### config.mk
export PLATFORM = sky130hd
export DESIGN_NAME = trigger_arm_ctrl
export DESIGN_NICKNAME = d
export VERILOG_FILES = /design/src/rtl/trigger_arm_ctrl.sv
export SDC_FILE = /design/constraint.sdc
export NUM_CORES = 1
export LEC_CHECK = 0
export BUFFER_PORTS_ARGS = -buffer_cell sky130_fd_sc_hd__clkbuf_2
export CORE_MARGIN = 5
export CORE_UTILIZATION = 23
export DETAILED_ROUTE_END_ITERATION = 16
export PLACE_DENSITY = 0.54
export SYNTH_ARGS = -nofsm -noshare
export SYNTH_HDL_FRONTEND = slang
export SYNTH_SLANG_ARGS = --single-unit
### constraint.sdc
create_clock -name clk -period 3.02 [get_ports clk]
set_clock_uncertainty 0.2 [all_clocks]
set_input_delay 0.151 -clock clk [delete_from_list [all_inputs] [get_ports clk]]
set_output_delay 0.151 -clock clk [all_outputs]
set_load 0.05 [all_outputs]
### src/rtl/trigger_arm_ctrl.sv
// Arm/fire/holdoff sequencer between the RVVI frame matcher and the ILA: holds the compare
// pattern, turns a multi-cycle match pulse into one held ILA trigger, and records trigger history.
module trigger_arm_ctrl #(
  parameter int                      NUM_WORDS       = 5,
  parameter logic [32*NUM_WORDS-1:0] DEFAULT_COMPARE = '0,
  parameter int                      ACK_TIMEOUT     = 256,
  parameter int                      HOLDOFF_CYCLES  = 1024
) (
  input  logic                      clk,
  input  logic                      resetn,
  input  logic                      CfgWrEn,
  input  logic [2:0]                CfgAddr,
  input  logic [31:0]               CfgWrData,
  input  logic                      Arm,
  input  logic                      Disarm,
  input  logic                      OneShot,
  input  logic                      RawTrigger,
  input  logic [31:0]               TriggerMessage,
  input  logic                      IlaTriggerAck,
  output logic [32*NUM_WORDS-1:0]   CompareString,
  output logic                      IlaTrigger,
  output logic                      Armed,
  output logic                      CfgErr,
  output logic                      TimeoutFlag,
  output logic [15:0]               TriggerCount,
  output logic [31:0]               LastMessage
);
  localparam int MAX_CYC = (ACK_TIMEOUT > HOLDOFF_CYCLES) ? ACK_TIMEOUT : HOLDOFF_CYCLES;
  localparam int TW      = (MAX_CYC > 1) ? $clog2(MAX_CYC) : 1;
  localparam logic [TW-1:0] ACK_LAST  = TW'(ACK_TIMEOUT - 1);
  localparam logic [TW-1:0] HOLD_LAST = TW'(HOLDOFF_CYCLES - 1);

  typedef enum logic [1:0] {IDLE, ARMED, FIRE, HOLDOFF} state_t;

  state_t                       state;
  logic [TW-1:0]                timer;
  logic                         RawD;
  logic                         trigEdge;
  logic                         cfgOk;
  logic [NUM_WORDS-1:0][31:0]   cmpWords;

  assign trigEdge      = RawTrigger & ~RawD;
  assign cfgOk         = CfgWrEn && (state == IDLE) && (int'(CfgAddr) < NUM_WORDS);
  assign CompareString = cmpWords;
  assign Armed         = (state == ARMED);

  always_ff @(posedge clk) begin
    if (!resetn) begin
      state        <= IDLE;
      timer        <= '0;
      RawD         <= 1'b0;
      cmpWords     <= DEFAULT_COMPARE;
      IlaTrigger   <= 1'b0;
      CfgErr       <= 1'b0;
      TimeoutFlag  <= 1'b0;
      TriggerCount <= '0;
      LastMessage  <= '0;
    end else begin
      RawD   <= RawTrigger;
      CfgErr <= CfgWrEn && !cfgOk;
      for (int i = 0; i < NUM_WORDS; i++)
        if (cfgOk && int'(CfgAddr) == i) cmpWords[i] <= CfgWrData;
      // Timer free-runs; every state change below restarts it at zero.
      timer <= timer + 1'b1;
      case (state)
        IDLE: begin
          if (Arm) begin
            state       <= ARMED;
            timer       <= '0;
            TimeoutFlag <= 1'b0;
          end
        end
        ARMED: begin
          if (Disarm) begin
            state <= IDLE;
            timer <= '0;
          end else if (trigEdge) begin
            state      <= FIRE;
            timer      <= '0;
            IlaTrigger <= 1'b1;
            if (TriggerCount != 16'hFFFF) TriggerCount <= TriggerCount + 16'd1;
          end
        end
        FIRE: begin
          // Ack has priority over a timeout landing in the same cycle.
          if (IlaTriggerAck || timer == ACK_LAST) begin
            state       <= HOLDOFF;
            timer       <= '0;
            IlaTrigger  <= 1'b0;
            LastMessage <= TriggerMessage;
            if (!IlaTriggerAck) TimeoutFlag <= 1'b1;
          end
        end
        HOLDOFF: begin
          if (Disarm) begin
            state <= IDLE;
            timer <= '0;
          end else if (timer == HOLD_LAST) begin
            state <= OneShot ? IDLE : ARMED;
            timer <= '0;
          end
        end
        default: begin
          state      <= IDLE;
          timer      <= '0;
          IlaTrigger <= 1'b0;
        end
      endcase
    end
  end
endmodule

# Word-level counts from Yosys, hierarchy flattened
# Cells that the tools add are included.
[classes] n_bitwise=3 n_eq_ne=17 reduce_logical=19 magnitude_cmp=1 add_sub_neg=2 mux=23
[ops] op="2-to-1 mux 10 bit" count=6
[ops] op="one-hot mux 10 bit (4 select lines)" count=1
[ops] op="adder 16 x 1 -> 16 bit, second input constant" count=1
[ops] op="!= test 16 bit, second input constant" count=1
[ops] op="AND reduction 4 bit" count=4
[ops] op="2-to-1 mux 2 bit" count=6
[ops] op="adder 10 x 1 -> 10 bit, second input constant" count=1
[ops] op="equality test 10 bit, second input constant" count=1
[ops] op="equality test 10 x 8 -> 1 bit, second input constant" count=1
[ops] op="equality test 3 bit, second input constant" count=3
[ops] op="logical AND 1 bit" count=8
[ops] op="!= test 2 bit, second input constant" count=4
[ops] op="one-hot mux 2 bit (4 select lines)" count=1
[ops] op="2-to-1 mux 1 bit" count=7
[ops] op="equality test 2 bit, second input constant" count=2
[ops] op="one-hot mux 1 bit (2 select lines)" count=2
[ops] op="nonzero test 2 bit" count=2
[ops] op="equality test 3 x 2 -> 1 bit, second input constant" count=1
[ops] op="logical NOT 3 bit" count=1
[ops] op="< comparator 3 bit, second input constant" count=1
[ops] op="!= test 3 x 2 -> 1 bit, second input constant" count=1
[ops] op="!= test 3 bit, second input constant" count=1
[ops] op="equality test 2 x 1 -> 1 bit, second input constant" count=1
[ops] op="logical NOT 2 bit" count=1
[ops] op="other kinds (6)" count=7
[totals] wordCells=78 reg_bits=224 inputBits=75 out_inout_bits=212

# Longest topological paths before layout
# Gate-level depths: netlist of run 1.
[depth] depth_word=5 depth_mapped=7

# Worst setup path before layout of run 1
# Ideal clock, no wire load.
[synth_timing] path_type="register to register" start="register TriggerCount[0]" end="register TriggerCount[9]" path_buffers=1 required_ns=2.693 arrival_time_ns=1.754 setup_time_ns=0.127 setup_slack_ns=0.939 path_stages_with_launch=7 synth_period_minus_slack_ns=2.081 path_cell_list="dfxtp_1 ha_1 nand2_1 nor3_1 buf_4 a211oi_1 mux2i_1"
[synth_via] elab_chain_len=2 elab_cells_between_ends=3 classes_between="add/sub (1); eq/ne (1); reduce/logical (1)"
[synth_rtl] element="from (decl)" line_no="25" text="output logic [15:0] TriggerCount,"
[synth_rtl] element="from (signal assigned)" line_no="81" text="if (TriggerCount != 16'hFFFF) TriggerCount <= TriggerCount + 16'd1;"
[synth_rtl] element="branches (longest 2 deep; another with adder 16 x 1 -> 16 bit)"
# Parallel ways; which one is timed is not known.
# A chain may end at the register's enable or synchronous reset.

==> results of run 1 <==
==> path summary, 6_finish.rpt <==
check                          startpoint                            to  slack (ps)  cells after the start
max                                  flop         state[0]$_SDFFE_PN0P_         120                      6
min                                resetn   LastMessage[1]$_SDFFE_PN0P_          20                      3
max reg2reg                          flop         state[0]$_SDFFE_PN0P_         120                      6
min reg2reg  LastMessage[27]$_SDFFE_PN0P_  LastMessage[27]$_SDFFE_PN0P_         250                      2
==> critical path: cells and delay by family, from the launching register on <==
| family | cells | cell delay [ps] |
|---|---|---|
| buffers and inverters | 2 | 1080 |
| AOI/OAI and AO/OA | 2 | 290 |
| DFF | 1 | 660 |
| and+or+nand+nor | 2 | 610 |
==> timing repair <==
action	4_1_cts	5_1_grt
endpoints found under the hold margin	201	0
hold buffers	76	0
setup endpoints to repair	0	1
gates resized for setup	0	1
==> synthesized netlist by cell type, types with 5 or more instances <==
master / instances
sky130_fd_sc_hd__a21oi_1: 140
sky130_fd_sc_hd__buf_2: 20
sky130_fd_sc_hd__buf_6: 7
sky130_fd_sc_hd__clkbuf_1: 39
sky130_fd_sc_hd__dfxtp_1: 224
sky130_fd_sc_hd__nor3_1: 13
sky130_fd_sc_hd__buf_1: 5
sky130_fd_sc_hd__nand2_1: 313
sky130_fd_sc_hd__nand3_1: 74
sky130_fd_sc_hd__o21ai_0: 66
sky130_fd_sc_hd__nand4_1: 6
sky130_fd_sc_hd__mux2i_1: 11
sky130_fd_sc_hd__nand2b_1: 10
sky130_fd_sc_hd__nor2_1: 9
sky130_fd_sc_hd__a211oi_1: 5
==> layout make-up <==
cell class              instances  share of cell area, %
flip-flops and latches        224                   38.5
multi-input cells             703                   29.7
repair buffers                373                   19.7
clock buffers                  41                   6.76
well taps                     461                   4.95
clock inverters                 4                  0.269
inverters                       5                  0.183
==> state kept, by name, indices dropped and copies added (netlist names), named ones only <==
signal	cells
timer	10
state	1
TimeoutFlag	1
CompareString	160
CfgErr	1
IlaTrigger	1
RawD	1
LastMessage	32
TriggerCount	16
==> routing by layer <==
layer / vias to the layer above / global-route usage, %
met1: 3730 / 16.9
met4: 0 / 4.28
li1: 4053 / -
met5: - / 0
met2: 219 / 23.8
met3: 42 / 3.51
==> power by group through the flow <==
stage	clock (mW)	combinational (mW)	sequential, mW
5_1_grt	3.23	0.647	3.04
2_1_floorplan	0	0.179	3.26
6_report	3.00	0.597	3.04
4_1_cts	3.11	0.605	3.04
3_5_place_dp	0	0.525	3.10
3_3_place_gp	0	0.523	3.10
==> cell families (layout without fill, tap and decap cells) <==
family | after synthesis | count (layout) | share of synthesized area, %
adder cells (fa/ha/maj) | 2 | 2 | 0.301
AND/OR/NAND/NOR | 456 | 456 | 24.4
flip-flops | 224 | 224 | 53.9
XOR/XNOR | 8 | 8 | 0.842
AO/OA/AOI/OAI | 226 | 226 | 14.6
buffers and inverters | 80 | 423 | 4.72
multiplexers | 11 | 11 | 1.32
==> stage by stage <==
step	instance area, um2	cells	hold slack [ps]	total power [mW]	setup WS, ps
5_1_grt	11600	1811	55.3	6.92	8.70
3_5_place_dp	10100	1690	180	3.63	671
6_report	11600	1811	15.3	6.64	122
4_1_cts	11600	1811	19.8	6.75	126
3_3_place_gp	10100	1690	173	3.62	742
2_1_floorplan	8320	1007	67.1	3.44	939
==> impl_metrics.prom, run 1 <==
# TYPE chip_impl_metric gauge
chip_impl_metric{name="std_cell_rows",unit=""} 69
chip_impl_metric{name="netSwitchingFraction",unit="%"} 25.2
chip_impl_metric{name="power_per_cell_area",unit="mW/mm2"} 570
chip_impl_metric{name="post_synth_edffs",unit=""} 0
chip_impl_metric{name="synth.lib_cells_used.distinct",unit=""} 50
chip_impl_metric{name="seq_area_frac_synth",unit="%"} 53.9
chip_impl_metric{name="initial_core_util",unit="%"} 23.3
chip_impl_metric{name="floorplan.io_pins",unit=""} 287
chip_impl_metric{name="global_route.usage.total",unit="%"} 13.8
chip_impl_info{name="worst-setup-path-type",value="flop to flop"} 1
chip_impl_info{name="cells_along_the_critical_path",value="nor3b_4 -> nor3_1 -> o21a_1 -> dlygate4sd3_1 -> o21a_1 -> dlygate4sd3_1"} 1
chip_impl_metric{name="dieHeight",unit="um"} 200
chip_impl_metric{name="grt_start_max_net_pins",unit=""} 77
chip_impl_metric{name="finalCoreUtilization",unit="%"} 32.7
chip_impl_metric{name="ant_nets",unit=""} 0
chip_impl_info{name="endpoint_kind",value="flop"} 1
chip_impl_metric{name="max_freq",unit="MHz"} 345
chip_impl_metric{name="final_nets",unit=""} 1410
chip_impl_info{name="grt_setup_unrepaired",value="false"} 1
chip_impl_metric{name="net-switching-power",unit="mW"} 1.67
chip_impl_metric{name="postSynthRegisterBits",unit=""} 224
chip_impl_metric{name="post_drt_via_cell_ratio",unit=""} 4.44
chip_impl_info{name="synth_ff_type",value="sky130_fd_sc_hd__dfxtp_1"} 1
chip_impl_metric{name="floorplan.die_area",unit="mm2"} 0.0401
chip_impl_info{name="most_common_cell_after_layout_fill_and_taps_aside",value="sky130_fd_sc_hd__nand2_1"} 1
chip_impl_metric{name="clock_sink_count",unit=""} 224
chip_impl_metric{name="hpwlAfterDp",unit="mm"} 19.2
chip_impl_info{name="final_cell_mix",value="sky130_fd_sc_hd__nand2_1 (312), sky130_fd_sc_hd__clkbuf_2 (285), sky130_fd_sc_hd__dfxtp_1 (224), sky130_fd_sc_hd__a21oi_1 (140), sky130_fd_sc_hd__dlygate4sd3_1 (76)"} 1
chip_impl_info{name="outcome",value="completed"} 1
chip_impl_info{name="synthDominantAreaCellType",value="sky130_fd_sc_hd__dfxtp_1"} 1
chip_impl_metric{name="clkLatencyLatePin",unit="ps"} 530
chip_impl_metric{name="routedLengthMet1",unit="mm"} 12.5
chip_impl_metric{name="antenna_found_initial",unit=""} 1
chip_impl_metric{name="setup-violations-final",unit=""} 0
chip_impl_metric{name="vias_in_the_first_global_route",unit=""} 7971
chip_impl_metric{name="timing.critical_path.required",unit="ps"} 3290
chip_impl_metric{name="synth_async_sr_flop_share",unit="%"} 0
chip_impl_metric{name="max_capacitance_violation_count",unit=""} 0
chip_impl_metric{name="hold_viol",unit=""} 0
chip_impl_metric{name="cts_inserted_buffers",unit=""} 26
chip_impl_info{name="critical_path.slowest_cell",value="sky130_fd_sc_hd__dfxtp_1"} 1
chip_impl_metric{name="drt_iter0_markers",unit=""} 320
chip_impl_metric{name="routed-wl-met3",unit="mm"} 1.89
chip_impl_metric{name="diodes",unit=""} 0
chip_impl_metric{name="power_frac_clock",unit="%"} 45.2
chip_impl_metric{name="grt_pass1_wl",unit="mm"} 45.8
chip_impl_metric{name="postCtsSetupRepairBufs",unit=""} 0
chip_impl_metric{name="syn_area_per_cell",unit="um2"} 8.27
chip_impl_metric{name="tightestPinTransition",unit="ps"} 819
chip_impl_metric{name="drc_errors",unit=""} 0
chip_impl_metric{name="cts.path.max_buffers",unit=""} 3
chip_impl_metric{name="multiInputGateArea",unit="mm2"} 0.00345
chip_impl_metric{name="post_route_cells_drive_above_1_share",unit="%"} 26.1
chip_impl_metric{name="fin_tns_setup",unit="ps"} 0
chip_impl_metric{name="avgRoutedWirePerCell",unit="um"} 15.9
chip_impl_metric{name="synth.yosys.warnings",unit=""} 0
chip_impl_metric{name="post_route_minimum_period",unit="ps"} 2900
chip_impl_metric{name="critical_path_maximum_fanout",unit=""} 14
chip_impl_metric{name="p_int",unit="mW"} 4.96
chip_impl_metric{name="sequential_cell_area",unit="mm2"} 0.00448
chip_impl_metric{name="comb_power_share",unit="%"} 9.0
chip_impl_metric{name="finalCritPeriodShare",unit="%"} 96.0
chip_impl_metric{name="design.core.area",unit="mm2"} 0.0357
chip_impl_metric{name="vias",unit=""} 8044
chip_impl_info{name="tritoncts_clock_tree",value="yes"} 1
chip_impl_metric{name="route.final.wire_length",unit="mm"} 28.7
chip_impl_metric{name="maxSlewViolCount",unit=""} 0
chip_impl_info{name="highest-signal-layer",value="met4"} 1
chip_impl_metric{name="sequentialPowerShare",unit="%"} 45.8
chip_impl_info{name="min-delay-path-class",value="primary input to flop"} 1
chip_impl_metric{name="leakage",unit="nW"} 4.69
chip_impl_metric{name="port-buffer-count",unit=""} 286
chip_impl_metric{name="place_congestion",unit=""} 0.755
chip_impl_info{name="cts_root_buf",value="sky130_fd_sc_hd__clkbuf_16"} 1
chip_impl_metric{name="area_share_of_the_leading_cell_type_in_the_synthesized_netlist",unit="%"} 53.9
chip_impl_metric{name="cts-htree-levels",unit=""} 1
chip_impl_metric{name="post_synth_inst_count",unit=""} 1007
chip_impl_info{name="ys_top_cells_by_area",value="sky130_fd_sc_hd__dfxtp_1 (54%), sky130_fd_sc_hd__nand2_1 (14%), sky130_fd_sc_hd__a21oi_1 (8.4%), sky130_fd_sc_hd__nand3_1 (4.4%), sky130_fd_sc_hd__o21ai_0 (4.0%)"} 1
chip_impl_metric{name="wl_met2",unit="mm"} 13.6
chip_impl_metric{name="cpPeakStageDelay",unit="ps"} 660
chip_impl_metric{name="irDropWorstVdd",unit="uV"} 339
chip_impl_metric{name="nFillCells",unit=""} 3791
chip_impl_metric{name="synth_fp_nets",unit=""} 1084
chip_impl_metric{name="cts.clk_slew.worst_paths",unit="ps"} 60
chip_impl_metric{name="netlist_area_before_placement",unit="mm2"} 0.00832
chip_impl_metric{name="max-slew-margin-rel",unit="%"} 45.4
chip_impl_info{name="start_kind",value="flop"} 1
chip_impl_metric{name="globalRoute.totalOverflow",unit=""} 0
chip_impl_metric{name="first_pass_iteration_count_of_the_detailed_router",unit=""} 4
chip_impl_metric{name="die-width",unit="um"} 200
chip_impl_metric{name="worst-endpoint-arrival",unit="ps"} 3170
chip_impl_metric{name="area_grow_syn2layout",unit="%"} 39.9
No activity file was read; power rests on OpenSTA's default activity.
==> run 2, diff against run 1 <==
Settings changed: REMOVE_ABC_BUFFERS set to 1.
Clock period 3.02 ns to 2.9 ns, I/O delays scaled along.
==> run 2 against run 1 <==
Against the previous run: critical path depth unchanged; critical endpoint unchanged; flip-flop and latch count is the same; via count is 1.5% higher; global-route usage is 0.17 points higher; clock-buffer cell count increased by 1; hold slack better by 180 ps.
==> impl_metrics.prom, run 2 (synthesis gave the netlist of run 1 again) <==
# TYPE chip_impl_metric gauge
chip_impl_metric{name="postCtsSetupRepairBufs",unit=""} 0
chip_impl_metric{name="initial_core_util",unit="%"} 23.3
chip_impl_info{name="outcome",value="completed"} 1
chip_impl_metric{name="grt_start_max_net_pins",unit=""} 104
chip_impl_metric{name="fin_tns_setup",unit="ps"} 0
chip_impl_info{name="endpoint_kind",value="flop"} 1
chip_impl_metric{name="port-buffer-count",unit=""} 286
chip_impl_metric{name="setup-violations-final",unit=""} 0
chip_impl_metric{name="antenna_found_initial",unit=""} 1
chip_impl_metric{name="post_route_minimum_period",unit="ps"} 2770
chip_impl_metric{name="leakage",unit="nW"} 4.92
chip_impl_metric{name="floorplan.io_pins",unit=""} 287
chip_impl_metric{name="vias",unit=""} 8167
chip_impl_metric{name="cts.path.max_buffers",unit=""} 3
chip_impl_metric{name="area_grow_syn2layout",unit="%"} 44.6
chip_impl_metric{name="post_route_cells_drive_above_1_share",unit="%"} 26.3
chip_impl_metric{name="max_freq",unit="MHz"} 361
chip_impl_metric{name="dieHeight",unit="um"} 200
chip_impl_metric{name="place_ws",unit="ps"} 585
chip_impl_metric{name="place_congestion",unit=""} 0.797
chip_impl_metric{name="vias_in_the_first_global_route",unit=""} 8105
chip_impl_info{name="cts_root_buf",value="sky130_fd_sc_hd__clkbuf_16"} 1
chip_impl_metric{name="first_pass_iteration_count_of_the_detailed_router",unit=""} 5
chip_impl_info{name="final_cell_mix",value="sky130_fd_sc_hd__nand2_1 (313), sky130_fd_sc_hd__clkbuf_2 (285), sky130_fd_sc_hd__dfxtp_1 (223), sky130_fd_sc_hd__a21oi_1 (140), sky130_fd_sc_hd__dlygate4sd3_1 (100)"} 1
chip_impl_metric{name="cpPeakStageDelay",unit="ps"} 550
chip_impl_metric{name="final_nets",unit=""} 1443
chip_impl_info{name="tritoncts_clock_tree",value="yes"} 1
chip_impl_metric{name="globalRoute.totalOverflow",unit=""} 0
chip_impl_metric{name="global_route.usage.total",unit="%"} 14.0
chip_impl_metric{name="finalCritPeriodShare",unit="%"} 95.6
chip_impl_metric{name="irDropWorstVdd",unit="uV"} 370
chip_impl_metric{name="drt_iter0_markers",unit=""} 342
chip_impl_metric{name="clkLatencyLatePin",unit="ps"} 530
chip_impl_metric{name="design.core.area",unit="mm2"} 0.0357
chip_impl_metric{name="grt_pass1_wl",unit="mm"} 46.1
chip_impl_metric{name="worst-endpoint-arrival",unit="ps"} 2990
chip_impl_metric{name="finalCoreUtilization",unit="%"} 33.7
chip_impl_metric{name="clock_sink_count",unit=""} 224
chip_impl_metric{name="power_per_cell_area",unit="mW/mm2"} 589
chip_impl_info{name="most_common_cell_after_layout_fill_and_taps_aside",value="sky130_fd_sc_hd__nand2_1"} 1
chip_impl_metric{name="die-width",unit="um"} 200
chip_impl_metric{name="cts_inserted_buffers",unit=""} 27
chip_impl_metric{name="max-slew-margin-rel",unit="%"} 64.2
chip_impl_metric{name="largest_reg_flops",unit=""} 160
chip_impl_info{name="cells_along_the_critical_path",value="and4_1 -> nand3_1 -> o21a_1 -> dlygate4sd3_1 -> o21a_1 -> dlygate4sd3_1"} 1
chip_impl_metric{name="hpwlAfterDp",unit="mm"} 19.7
chip_impl_metric{name="postLayoutSetupSlackWorst",unit="ps"} 128
chip_impl_info{name="grt_setup_unrepaired",value="false"} 1
chip_impl_metric{name="cts-htree-levels",unit=""} 1
chip_impl_metric{name="max_capacitance_violation_count",unit=""} 0
chip_impl_metric{name="timing.critical_path.required",unit="ps"} 3120
chip_impl_metric{name="totalPowerFinal",unit="mW"} 7.09
chip_impl_metric{name="route.final.wire_length",unit="mm"} 29.1
chip_impl_metric{name="hold_viol",unit=""} 0
chip_impl_metric{name="cts.clk_slew.worst_paths",unit="ps"} 60
chip_impl_metric{name="avgRoutedWirePerCell",unit="um"} 15.8
chip_impl_metric{name="tightestPinTransition",unit="ps"} 537
chip_impl_metric{name="drc_errors",unit=""} 0
chip_impl_info{name="start_kind",value="flop"} 1
chip_impl_metric{name="std_cell_rows",unit=""} 69
chip_impl_metric{name="nFillCells",unit=""} 3712
chip_impl_info{name="min-delay-path-class",value="primary input to flop"} 1
chip_impl_info{name="critical_path.slowest_cell",value="sky130_fd_sc_hd__dlygate4sd3_1"} 1
chip_impl_metric{name="floorplan.die_area",unit="mm2"} 0.0401
chip_impl_metric{name="maxSlewViolCount",unit=""} 0
chip_impl_metric{name="ant_nets",unit=""} 0
chip_impl_metric{name="critical_path_maximum_fanout",unit=""} 6
chip_impl_metric{name="post_drt_via_cell_ratio",unit=""} 4.42
chip_impl_info{name="worst-setup-path-type",value="flop to flop"} 1
-- run 2: repair_timing --
| item | 4_1_cts | 5_1_grt |
|---|---|---|
| endpoints found under the setup margin | 0 | 5 |
| gates resized for setup | 0 | 6 |
| hold endpoints to repair | 204 | 0 |
| hold buffers | 100 | 0 |
-- run 2: final cells by class --
cell class | instances | area, um2 | share of cell area (%)
Sequential cell | 224 | 4490 | 37.3
Timing Repair Buffer | 405 | 2600 | 21.6
Antenna cell | 1 | 2.50 | 0.0208
Clock buffer | 42 | 812 | 6.75
Multi-Input combinational cell | 703 | 3470 | 28.8
Tap cell | 461 | 577 | 4.79
Inverter | 5 | 21.3 | 0.177
Clock inverter | 5 | 60.1 | 0.499
-- run 2: worst max-delay path: cells and delay by family (launching register included) --
family                 cells  cell delay (ps)
and+or+nand+nor            2              590
AOI/OAI and AO/OA          2              380
DFF                        1              420
buffers and inverters      2             1090
-- run 2: layer usage --
layer / routed length (um) / vias to the layer above / GRT usage [%]
met2: 13700 / 264 / 23.8
met5: 0 / - / 0
li1: - / 4120 / -
met1: 12700 / 3742 / 17.6
met4: 717 / 0 / 3.34
met3: 1990 / 41 / 3.88
-- run 2: power by group --
part	leakage (nW)	internal, mW	total [mW]	switching (mW)
registers	1.81	3.13	3.16	0.0335
clock network	0.426	2.00	3.29	1.29
logic	2.69	0.202	0.634	0.433
-- run 2: final timing paths --
path | depth (start not counted) | from | slack [ps] | to
worst max-delay path | 6 | timer[3]$_SDFF_PN0_ | 130 | state[0]$_SDFFE_PN0P_
worst min-delay path | 3 | RawTrigger | 200 | RawD$_SDFF_PN0_
worst max register to register | 6 | timer[3]$_SDFF_PN0_ | 130 | state[0]$_SDFFE_PN0P_
worst min register to register | 2 | CompareString[159]$_SDFFE_PN0P_ | 250 | CompareString[159]$_SDFFE_PN0P_
-- run 2: through the flow --
stage | cell area [um2] | hold WS [ps] | cells
floorplan | 7950 | 61.1 | 932
global placement | 10100 | 168 | 1698
detailed placement | 10100 | 173 | 1698
CTS | 12000 | 167 | 1845
global route | 12000 | 196 | 1846
finish | 12000 | 197 | 1846
==> run 3, diff against run 2 <==
Settings changed: PLACE_DENSITY 0.54 to 0.55.
Clock period 2.9 ns to 2.3 ns, I/O delays scaled along.
==> run 3 against run 2 <==
Against the previous run: die area unchanged; non-clock buffer count down 26; critical path type unchanged; via count down 1.2%; largest cell class unchanged; sequential power up 26%; combinational power up 25%; core utilization down 0.65 points; fmax up 35%.
==> impl_metrics.prom, run 3 (synthesis gave the netlist of run 1 again) <==
# TYPE chip_impl_metric gauge
chip_impl_metric{name="die-width",unit="um"} 200
chip_impl_metric{name="first_pass_iteration_count_of_the_detailed_router",unit=""} 4
chip_impl_metric{name="antenna_found_initial",unit=""} 1
chip_impl_metric{name="port-buffer-count",unit=""} 286
chip_impl_metric{name="setup-violations-final",unit=""} 0
chip_impl_info{name="start_kind",value="flop"} 1
chip_impl_metric{name="design_area",unit="mm2"} 0.0118
chip_impl_metric{name="ant_nets",unit=""} 0
chip_impl_metric{name="cts_inserted_buffers",unit=""} 27
chip_impl_info{name="most_common_cell_after_layout_fill_and_taps_aside",value="sky130_fd_sc_hd__nand2_1"} 1
chip_impl_metric{name="cpPeakStageDelay",unit="ps"} 510
chip_impl_metric{name="area_grow_syn2layout",unit="%"} 41.8
chip_impl_info{name="endpoint_kind",value="flop"} 1
chip_impl_info{name="outcome",value="completed"} 1
chip_impl_metric{name="vias",unit=""} 8068
chip_impl_metric{name="nFillCells",unit=""} 3757
chip_impl_metric{name="clkLatencyLatePin",unit="ps"} 520
chip_impl_info{name="cts_root_buf",value="sky130_fd_sc_hd__clkbuf_16"} 1
chip_impl_metric{name="initial_core_util",unit="%"} 23.3
chip_impl_metric{name="hold-worst-slack",unit="ps"} 157
chip_impl_info{name="worst-setup-path-type",value="flop to flop"} 1
chip_impl_metric{name="totalPowerFinal",unit="mW"} 8.89
chip_impl_metric{name="route.final.wire_length",unit="mm"} 28.3
chip_impl_metric{name="max-slew-margin-rel",unit="%"} 54.6
chip_impl_metric{name="place_congestion",unit=""} 0.769
chip_impl_metric{name="drc_errors",unit=""} 0
chip_impl_metric{name="worst-endpoint-arrival",unit="ps"} 2250
chip_impl_metric{name="critical_path_buf_inv_count",unit=""} 0
chip_impl_metric{name="vias_in_the_first_global_route",unit=""} 8091
chip_impl_metric{name="place_ws",unit="ps"} 219
chip_impl_metric{name="irDropWorstVdd",unit="uV"} 530
chip_impl_metric{name="avgRoutedWirePerCell",unit="um"} 15.6
chip_impl_metric{name="timing.critical_path.required",unit="ps"} 2490
chip_impl_info{name="critical_path.slowest_cell",value="sky130_fd_sc_hd__a221oi_4"} 1
chip_impl_metric{name="floorplan.die_area",unit="mm2"} 0.0401
chip_impl_metric{name="maxSlewViolCount",unit=""} 0
chip_impl_metric{name="hold_viol",unit=""} 0
chip_impl_metric{name="globalRoute.totalOverflow",unit=""} 0
chip_impl_metric{name="grt_start_max_net_pins",unit=""} 65
chip_impl_info{name="cells_along_the_critical_path",value="ha_1 -> and3_1 -> a31oi_1 -> a221oi_4 -> nor3b_1"} 1
chip_impl_metric{name="std_cell_rows",unit=""} 69
chip_impl_metric{name="drt_iter0_markers",unit=""} 318
chip_impl_info{name="final_cell_mix",value="sky130_fd_sc_hd__nand2_1 (312), sky130_fd_sc_hd__clkbuf_2 (285), sky130_fd_sc_hd__dfxtp_1 (224), sky130_fd_sc_hd__a21oi_1 (140)"} 1
chip_impl_metric{name="cts.path.max_buffers",unit=""} 3
chip_impl_metric{name="floorplan.io_pins",unit=""} 287
chip_impl_metric{name="dieHeight",unit="um"} 200
chip_impl_metric{name="final_nets",unit=""} 1417
chip_impl_metric{name="postPlaceCellArea",unit="mm2"} 0.0102
chip_impl_metric{name="global_route.usage.total",unit="%"} 13.7
chip_impl_metric{name="max_capacitance_violation_count",unit=""} 0
chip_impl_info{name="grt_setup_unrepaired",value="false"} 1
chip_impl_metric{name="power_per_cell_area",unit="mW/mm2"} 753
chip_impl_metric{name="tightestPinTransition",unit="ps"} 680
chip_impl_metric{name="final-instance-count-excl-fill",unit=""} 1820
chip_impl_metric{name="post_drt_via_cell_ratio",unit=""} 4.43
chip_impl_metric{name="leakage",unit="nW"} 4.76
chip_impl_info{name="largest_delay_contributor_family_on_the_critical_path",value="compound AO/OA/AOI/OAI gates"} 1
chip_impl_metric{name="max_freq",unit="MHz"} 486
chip_impl_metric{name="hpwlAfterDp",unit="mm"} 18.8
chip_impl_metric{name="largest_reg_flops",unit=""} 160
chip_impl_metric{name="grt_pass1_wl",unit="mm"} 45.7
chip_impl_metric{name="place.detailed.instances",unit=""} 1698
chip_impl_metric{name="critical_path_maximum_fanout",unit=""} 9
chip_impl_metric{name="post_route_minimum_period",unit="ps"} 2060
chip_impl_metric{name="design.core.area",unit="mm2"} 0.0357
chip_impl_metric{name="cts.clk_slew.worst_paths",unit="ps"} 60
chip_impl_metric{name="cts-htree-levels",unit=""} 1
chip_impl_metric{name="post_route_cells_drive_above_1_share",unit="%"} 26.4
chip_impl_info{name="min-delay-path-class",value="primary input to flop"} 1
chip_impl_metric{name="postLayoutSetupSlackWorst",unit="ps"} 244
chip_impl_info{name="tritoncts_clock_tree",value="yes"} 1
chip_impl_metric{name="clock_sink_count",unit=""} 224
chip_impl_metric{name="finalCritPeriodShare",unit="%"} 89.4
[run 3: cell count changes in the layout (fill, tap and decap cells not counted), moves of 2 or more]
cell and change:
sky130_fd_sc_hd__dlygate4sd3_1 -26, sky130_fd_sc_hd__buf_12 +6, sky130_fd_sc_hd__buf_4 -6, sky130_fd_sc_hd__clkbuf_8 -5, sky130_fd_sc_hd__clkinv_2 +3, sky130_fd_sc_hd__clkbuf_1 +2
[run 3: worst paths after layout]
kind                                        start  cells after the start  slack, ps                              end
hold / removal                 TriggerMessage[27]                      4        160     LastMessage[27]$_SDFFE_PN0P_
hold reg to reg   CompareString[157]$_SDFFE_PN0P_                      2        250  CompareString[157]$_SDFFE_PN0P_
setup / recovery              timer[0]$_SDFF_PN0_                      5        240              timer[1]$_SDFF_PN0_
setup reg to reg              timer[0]$_SDFF_PN0_                      5        240              timer[1]$_SDFF_PN0_
[run 3: tightest hold or removal path, cell delays in order]
cell,delay (ps)
sky130_fd_sc_hd__dlygate4sd3_1,530
sky130_fd_sc_hd__clkbuf_2,100
sky130_fd_sc_hd__nand2_1,50
sky130_fd_sc_hd__a21oi_1,50
[run 3: per-layer routing]
layer  vias to the layer above  wire length [um]  global-route usage (%)  part of all wire (%)
met3                        41              2220                    4.43                   7.8
met1                      3693             12600                    17.3                    44
met4                         0               611                    2.73                   2.2
li1                       4074                 -                       -                     -
met5                         -                 0                       0                     0
met2                       260             12900                    23.1                    46
[run 3: power breakdown]
part / switching (mW) / total [mW] / internal, mW
clock: 1.64 / 4.11 / 2.47
combinational: 0.539 / 0.793 / 0.255
sequential: 0.0395 / 3.99 / 3.95
[run 3: stage by stage]
stage	setup TNS, ps	util, %
final	0	33.1
after global routing	0	33.1
after CTS	0	33.1
after detailed placement	0	28.6
after global placement	0	28.6
after floorplan	-2190	-
[run 3: layout make-up]
cell class	instances	area [um2]	share of cell area, %
inverter	5	21.3	0.180
multi-input combinational	703	3450	29.3
clock inverter	8	96.3	0.816
clock buffer	39	751	6.36
antenna	1	2.50	0.0212
timing repair buffer	379	2420	20.5
tap	461	577	4.89
sequential	224	4480	38.0
[run 3: what timing repair did]
action,CTS,global route
endpoints found under the hold margin,214,0
gates resized for setup,0,0
setup buffers,0,0
hold buffers,74,0
